<file path="config.mk">
export PLATFORM = sky130hd
export DESIGN_NAME = dma_mem_responder
export DESIGN_NICKNAME = d
export VERILOG_FILES = /design/src/rtl/dma_pkg.sv /design/src/rtl/dma_mem_array.sv /design/src/rtl/dma_mem_responder.sv
export SDC_FILE = /design/constraint.sdc
export NUM_CORES = 1
export LEC_CHECK = 0
export CAP_MARGIN = 15
export CORE_MARGIN = 2
export CORE_UTILIZATION = 40
export CTS_CLUSTER_SIZE = 40
export DETAILED_ROUTE_END_ITERATION = 12
export DONT_BUFFER_PORTS = 1
export MAX_ROUTING_LAYER = met4
export PLACE_DENSITY = 0.59
export SLEW_MARGIN = 40
export SYNTH_ARGS = -nofsm -noshare
export SYNTH_HDL_FRONTEND = slang
export SYNTH_SLANG_ARGS = --single-unit
</file>
<file path="constraint.sdc">
create_clock -name clk -period 2.8 [get_ports clk]
set_clock_uncertainty 0.15 [all_clocks]
set_input_delay 0.84 -clock clk [delete_from_list [all_inputs] [get_ports clk]]
set_output_delay 0.84 -clock clk [all_outputs]
set_load 0.02 [all_outputs]
</file>
<file path="src/rtl/dma_pkg.sv">
// -----------------------------------------------------------------------------
// dma_pkg
// Shared definitions for the DMA controller and its memory-side responder:
// access FSM state encoding, default bus widths, wait-counter sizing helper and
// the write-protect window check.
// No ports (package).
// -----------------------------------------------------------------------------
package dma_pkg;

   localparam int unsigned DMA_ADDR_W          = 4;
   localparam int unsigned DMA_DATA_W          = 8;
   localparam int unsigned DMA_WAIT_STATES_MAX = 7;

   typedef enum logic [1:0] {
      ST_IDLE = 2'd0,
      ST_WAIT = 2'd1,
      ST_ACK  = 2'd2
   } dma_state_e;

   // Number of bits needed to encode v distinct values (minimum 1).
   function automatic int unsigned ceil_log2(input int unsigned v);
      int unsigned r;
      r = 0;
      while ((64'd1 << r) < 64'(v)) begin
         r++;
      end
      if (r == 0) begin
         r = 1;
      end
      return r;
   endfunction

   // True when addr lies in the inclusive window lo..hi.
   // An inverted window (lo > hi) means protection is disabled.
   function automatic logic wp_hit(input logic [31:0] addr,
                                   input logic [31:0] lo,
                                   input logic [31:0] hi);
      return (lo <= hi) && (addr >= lo) && (addr <= hi);
   endfunction

endpackage

</file>
<file path="src/rtl/dma_mem_array.sv">
// -----------------------------------------------------------------------------
// dma_mem_array
// Register-file storage for dma_mem_responder: two write ports (front-door bus
// commit and back-door load) and one asynchronous read port. When both write
// ports hit the same word on the same edge the front-door write is kept.
// Contents are not reset.
// Ports:
//   clk        rising-edge clock
//   fd_we_i    front-door write enable; fd_addr_i / fd_data_i address and data
//   bd_we_i    back-door write enable;  bd_addr_i / bd_data_i address and data
//   rd_addr_i  read address; rd_data_o returns pre-edge contents
// -----------------------------------------------------------------------------
module dma_mem_array
   import dma_pkg::*;
#(
   parameter int unsigned ADDR_W = DMA_ADDR_W,
   parameter int unsigned DATA_W = DMA_DATA_W
) (
   input  logic              clk,
   input  logic              fd_we_i,
   input  logic [ADDR_W-1:0] fd_addr_i,
   input  logic [DATA_W-1:0] fd_data_i,
   input  logic              bd_we_i,
   input  logic [ADDR_W-1:0] bd_addr_i,
   input  logic [DATA_W-1:0] bd_data_i,
   input  logic [ADDR_W-1:0] rd_addr_i,
   output logic [DATA_W-1:0] rd_data_o
);

   logic [DATA_W-1:0] mem_q [2**ADDR_W];

   // Front-door assignment is last, so it wins an address collision.
   always_ff @(posedge clk) begin
      if (bd_we_i) begin
         mem_q[bd_addr_i] <= bd_data_i;
      end
      if (fd_we_i) begin
         mem_q[fd_addr_i] <= fd_data_i;
      end
   end

   assign rd_data_o = mem_q[rd_addr_i];

endmodule

</file>
<file path="src/rtl/dma_mem_responder.sv">
// -----------------------------------------------------------------------------
// dma_mem_responder
// Memory-side responder on the DMA controller's active-low CE/WE bus. Accepts
// one read or write per access, inserts WAIT_STATES wait cycles, then pulses
// mem_ready for one cycle. Writes into the WP_LO..WP_HI window are refused and
// flagged with mem_err alongside mem_ready.
// Ports:
//   clk, rst_n              clock, asynchronous active-low reset
//   mem_ce_n, mem_we_n      request (active low), 0 = write / 1 = read
//   mem_addr, mem_data_in   access address and write data
//   mem_data_out            registered read data, held until next read ack
//   mem_ready, mem_err      one-cycle acknowledge, protected-write error
//   ld_en, ld_addr, ld_data back-door load port (any state)
//   wr_count                saturating count of committed front-door writes
// -----------------------------------------------------------------------------
module dma_mem_responder
   import dma_pkg::*;
#(
   parameter int unsigned       ADDR_W      = DMA_ADDR_W,
   parameter int unsigned       DATA_W      = DMA_DATA_W,
   parameter int unsigned       WAIT_STATES = 1,
   parameter logic [ADDR_W-1:0] WP_LO       = 4'hE,
   parameter logic [ADDR_W-1:0] WP_HI       = 4'hF
) (
   input  logic              clk,
   input  logic              rst_n,
   input  logic              mem_ce_n,
   input  logic              mem_we_n,
   input  logic [ADDR_W-1:0] mem_addr,
   input  logic [DATA_W-1:0] mem_data_in,
   output logic [DATA_W-1:0] mem_data_out,
   output logic              mem_ready,
   output logic              mem_err,
   input  logic              ld_en,
   input  logic [ADDR_W-1:0] ld_addr,
   input  logic [DATA_W-1:0] ld_data,
   output logic [7:0]        wr_count
);

   localparam int unsigned      CNT_W   = ceil_log2(DMA_WAIT_STATES_MAX + 1);
   localparam logic [CNT_W-1:0] WS_LOAD = CNT_W'(WAIT_STATES);

   dma_state_e        state_q, state_d;
   logic [CNT_W-1:0]  cnt_q, cnt_d;
   logic [ADDR_W-1:0] addr_q, addr_d;
   logic              we_n_q, we_n_d;
   logic [DATA_W-1:0] data_q, data_d;
   logic [DATA_W-1:0] dout_q;
   logic              ready_q;
   logic              err_q;
   logic [7:0]        wr_cnt_q;

   // Commit happens on the edge that enters ACK. With zero wait states that
   // is the accept edge itself, so the bus inputs are used directly instead
   // of the latched copies.
   logic              commit;
   logic [ADDR_W-1:0] c_addr;
   logic              c_we_n;
   logic [DATA_W-1:0] c_data;
   logic              c_wp;
   logic              fd_we;
   logic [DATA_W-1:0] rd_data;

   always_comb begin
      state_d = state_q;
      cnt_d   = cnt_q;
      addr_d  = addr_q;
      we_n_d  = we_n_q;
      data_d  = data_q;
      commit  = 1'b0;
      c_addr  = addr_q;
      c_we_n  = we_n_q;
      c_data  = data_q;

      case (state_q)
         ST_IDLE: begin
            if (!mem_ce_n) begin
               addr_d = mem_addr;
               we_n_d = mem_we_n;
               data_d = mem_data_in;
               if (WAIT_STATES == 0) begin
                  state_d = ST_ACK;
                  commit  = 1'b1;
                  c_addr  = mem_addr;
                  c_we_n  = mem_we_n;
                  c_data  = mem_data_in;
               end else begin
                  state_d = ST_WAIT;
                  cnt_d   = WS_LOAD;
               end
            end
         end
         ST_WAIT: begin
            cnt_d = cnt_q - 1'b1;
            if (cnt_q == CNT_W'(1)) begin
               state_d = ST_ACK;
               commit  = 1'b1;
            end
         end
         ST_ACK: begin
            state_d = ST_IDLE;
         end
         default: begin
            state_d = ST_IDLE;
         end
      endcase
   end

   assign c_wp  = wp_hit(32'(c_addr), 32'(WP_LO), 32'(WP_HI));
   assign fd_we = commit && !c_we_n && !c_wp;

   dma_mem_array #(
      .ADDR_W (ADDR_W),
      .DATA_W (DATA_W)
   ) u_array (
      .clk       (clk),
      .fd_we_i   (fd_we),
      .fd_addr_i (c_addr),
      .fd_data_i (c_data),
      .bd_we_i   (ld_en),
      .bd_addr_i (ld_addr),
      .bd_data_i (ld_data),
      .rd_addr_i (c_addr),
      .rd_data_o (rd_data)
   );

   always_ff @(posedge clk or negedge rst_n) begin
      if (!rst_n) begin
         state_q  <= ST_IDLE;
         cnt_q    <= '0;
         addr_q   <= '0;
         we_n_q   <= 1'b1;
         data_q   <= '0;
         dout_q   <= '0;
         ready_q  <= 1'b0;
         err_q    <= 1'b0;
         wr_cnt_q <= '0;
      end else begin
         state_q <= state_d;
         cnt_q   <= cnt_d;
         addr_q  <= addr_d;
         we_n_q  <= we_n_d;
         data_q  <= data_d;
         ready_q <= commit;
         err_q   <= commit && !c_we_n && c_wp;
         if (commit && c_we_n) begin
            dout_q <= rd_data;
         end
         if (fd_we && (wr_cnt_q != '1)) begin
            wr_cnt_q <= wr_cnt_q + 8'd1;
         end
      end
   end

   assign mem_data_out = dout_q;
   assign mem_ready    = ready_q;
   assign mem_err      = err_q;
   assign wr_count     = wr_cnt_q;

endmodule
</file>
==> metrics.txt <==
Logic pwr share=24.5%; die height=146 um; Worst IR Drop VDD=0.526 mV; Pint=5.34 mW; die area=21400 um2; maxcap violations=0; hold crit path type=in2async; mux contribution to synthesized area=28.1%; post-place setup slack=87.7 ps; YS warnings=0; cells after synthesis=508; initial core utilization=40.5%; Power Total=7.95 mW; Multi-input gate area=3130 um2; outcome=finished clean; adder-cell area share of the yosys netlist=0.463%; Area Growth Syn to Fin=12.6%; synth unique cells=52; share of cells above drive strength 1=46.3%; CP max stage cell=or4b_4; leakage power=3.26 nW; storage element area=4750 um2; XOR/XNOR share of the synthesized area=0.756%; flop2flop setup slack=210 ps; Seq pwr share=45.1%; clock buffer count from CTS=17; clock buffer depth=2; fmax=386 MHz; CP top delay family=simple AND/OR/NAND/NOR gates; nets@finish=542; 1st-pass router iterations=4; CTS Root Cell=clkbuf_16; DP Wirelength=12.9 mm; CTS tree=built; pwr dens=870 nW/um2; clock power share=30.4%; buffers added on ports=0; critical path arrival=2600 ps; H-tree Lvls=4; Cell Count, Final, Fillers Out=793; switching share of power=32.9%; Clock Latency Late Sink=440 ps; CP max FO=9; DR WL/cell=24.4 um; PnR worst setup slack=209 ps; Synth Flop Type=edfxtp_1; worst slew pin tran=578 ps; GPL Wtd Cong=0.816; Via density=5.64; Max-slew headroom=61.5%; start of the worst register-to-register path=cnt_q[1]; maximum number of pins on one net before global-route repair=36; diode count=0; initial antenna violation count=0; setup_tns=0 ps; number of remaining DRC errors=0; CP max stage delay=630 ps; syn_nets=540; CP Depth=7; global-route wire length before repair=29.9 mm; Placeable Area=20000 um2; Final ANT Viol Nets=0; register bit total from synthesis=164; sequential fraction of the synthesis area=58.5%; Hold WS=94.3 ps; Async SR Flop Fraction=22.0%; compound-gate portion of the synthesized area=3.36%; Total Routing Usage GR=19.7%; Critical Path Source=cnt_q[1]; Final Critical Period=2590 ps; IO Pins=47; vias in the first global route=4792; fin crit share=92.6%; Setup crit end=u_array.mem_q[6][7]; Switch Pwr=2.61 mW; Filler cells=1788; Final Hold Viols=0; mean post-synth cell area=16.0 um2; final WL=19.3 mm; DIE WIDTH=146 um; Req. time, crit path=2810 ps; clock sink count=164; RSZ-0062 raised after global routing=no; CP endpoint kind=flop; crit path launch type=flop; number of DRC markers in iteration 0=329; mapped cell area=8110 um2; Final Max Tran Viols=0; Buf/Inv on CP=2; gr ovfl total=0; Synth Area in Simple Gates=5.74%; Reg clk slew, reported paths=70 ps; Setup violations, final=0; Rows=52; Worst Setup Path Type=reg2reg; CP Cell Sequence=inv_1 -> ha_1 -> and3b_1 -> nand3_4 -> or4b_4 -> o21ai_0 -> buf_4; Post-synth EDFFs=128; Post-Place Cells=760; vias=4469; largest family of logic cells by synthesized area=multiplexers; Worst Reg-to-Reg Cells=7; FF-to-FF End=u_array.mem_q[6][7]
[routing by layer]
metal  vias to the layer above  share of wire (%)  GRT usage (%)
met4                         0                1.3           5.34
li1                       1998                  -              -
met1                      2326                 44           25.4
met5                         -                  0              -
met2                       125                 49           31.1
met3                        20                5.7           5.19
[layout make-up]
class	count	share of cell area, %
Clock buffer	17	4.66
Timing Repair Buffer	36	3.23
Inverter	5	0.206
Tap cell	270	3.70
Clock inverter	15	1.97
Multi-Input combinational cell	286	34.3
Sequential cell	164	52.0
[through the flow]
stage	utilization, %	instance area (um2)
2_1_floorplan	-	8110
3_3_place_gp	42.4	8500
3_5_place_dp	42.4	8500
4_1_cts	45.6	9130
5_1_grt	45.6	9130
6_report	45.6	9130
[what timing repair did]
item / 4_1_cts / 5_1_grt
setup endpoints to repair: 0 / 16
resized for setup: 0 / 1
hold buffers: 1 / 0
buffers inserted: 0 / 0
endpoints found under the hold margin: 35 / 0
[worst min path at each step]
stage / slack [ps] / endpoint / cells past startpoint
detailed placement: 330 / cnt_q[1] / 2
global placement: 330 / cnt_q[1] / 2
global route: 80 / c_we_n / 0
floorplan: 300 / cnt_q[1] / 2
finish: 90 / addr_q[2] / 1
CTS: 80 / c_we_n / 0
[registers in the layout (all words and copies together), names as in the netlist]
| signal | flops |
|---|---|
| mem_err | 1 |
| u_array.mem_q | 128 |
| addr_q | 4 |
| state_q | 2 |
| c_data | 8 |
| wr_count | 8 |
| cnt_q | 3 |
| c_we_n | 1 |
| mem_ready | 1 |
| mem_data_out | 8 |
[layout by cell type (no fill, tap or decap), types with 9 or more instances in the layout]
cell	n
o21ai_0	11
mux2_4	16
mux4_2	32
nand2_1	19
edfxtp_1	128
clkbuf_16	17
mux2i_1	9
dfrtp_1	34
buf_4	34
mux2_2	109
[power by group through the flow]
stage | Clock [mW] | Sequential (mW) | Combinational, mW
6_report | 2.41 | 3.59 | 1.95
5_1_grt | 2.55 | 3.66 | 2.12
4_1_cts | 2.45 | 3.59 | 1.97
3_5_place_dp | 0 | 3.64 | 1.95
3_3_place_gp | 0 | 3.63 | 1.90
2_1_floorplan | 0 | 3.28 | 1.69
[Yosys cell counts, types with 2 or more instances]
| cell type | instances | area, um2 |
|---|---|---|
| clkbuf_1 | 40 | 150 |
| buf_2 | 7 | 35.0 |
| nand2_1 | 19 | 71.3 |
| mux4_2 | 32 | 721 |
| nor2_1 | 7 | 26.3 |
| o21bai_1 | 6 | 45.0 |
| nor3_1 | 3 | 15.0 |
| edfxtp_1 | 128 | 3840 |
| and4b_1 | 2 | 20.0 |
| mux2_2 | 109 | 1230 |
| ha_1 | 3 | 37.5 |
| a2111oi_0 | 2 | 17.5 |
| nor3_2 | 5 | 50.1 |
| a22oi_1 | 7 | 52.6 |
| buf_1 | 2 | 7.51 |
| buf_4 | 2 | 15.0 |
| inv_1 | 5 | 18.8 |
| nand4_1 | 2 | 12.5 |
| nor2_2 | 2 | 12.5 |
| nand3_1 | 7 | 35.0 |
| nor4bb_1 | 2 | 20.0 |
| mux2i_1 | 9 | 90.1 |
| xor2_1 | 7 | 61.3 |
| o21ai_0 | 11 | 55.1 |
| nand2b_1 | 4 | 25.0 |
| o211ai_1 | 7 | 52.6 |
| nand3b_1 | 3 | 22.5 |
| mux2_4 | 16 | 240 |
| buf_6 | 2 | 22.5 |
| dfrtp_1 | 35 | 876 |
[cell families (layout without fill, tap and decap cells)]
kind of cell,after synthesis,count (layout)
compound gates,40,40
xor+xnor,7,7
fa+ha+maj,3,3
buf+inv,58,73
flops,164,164
mux,166,166
simple gates,70,70
Power figures use the tool's default switching activity.
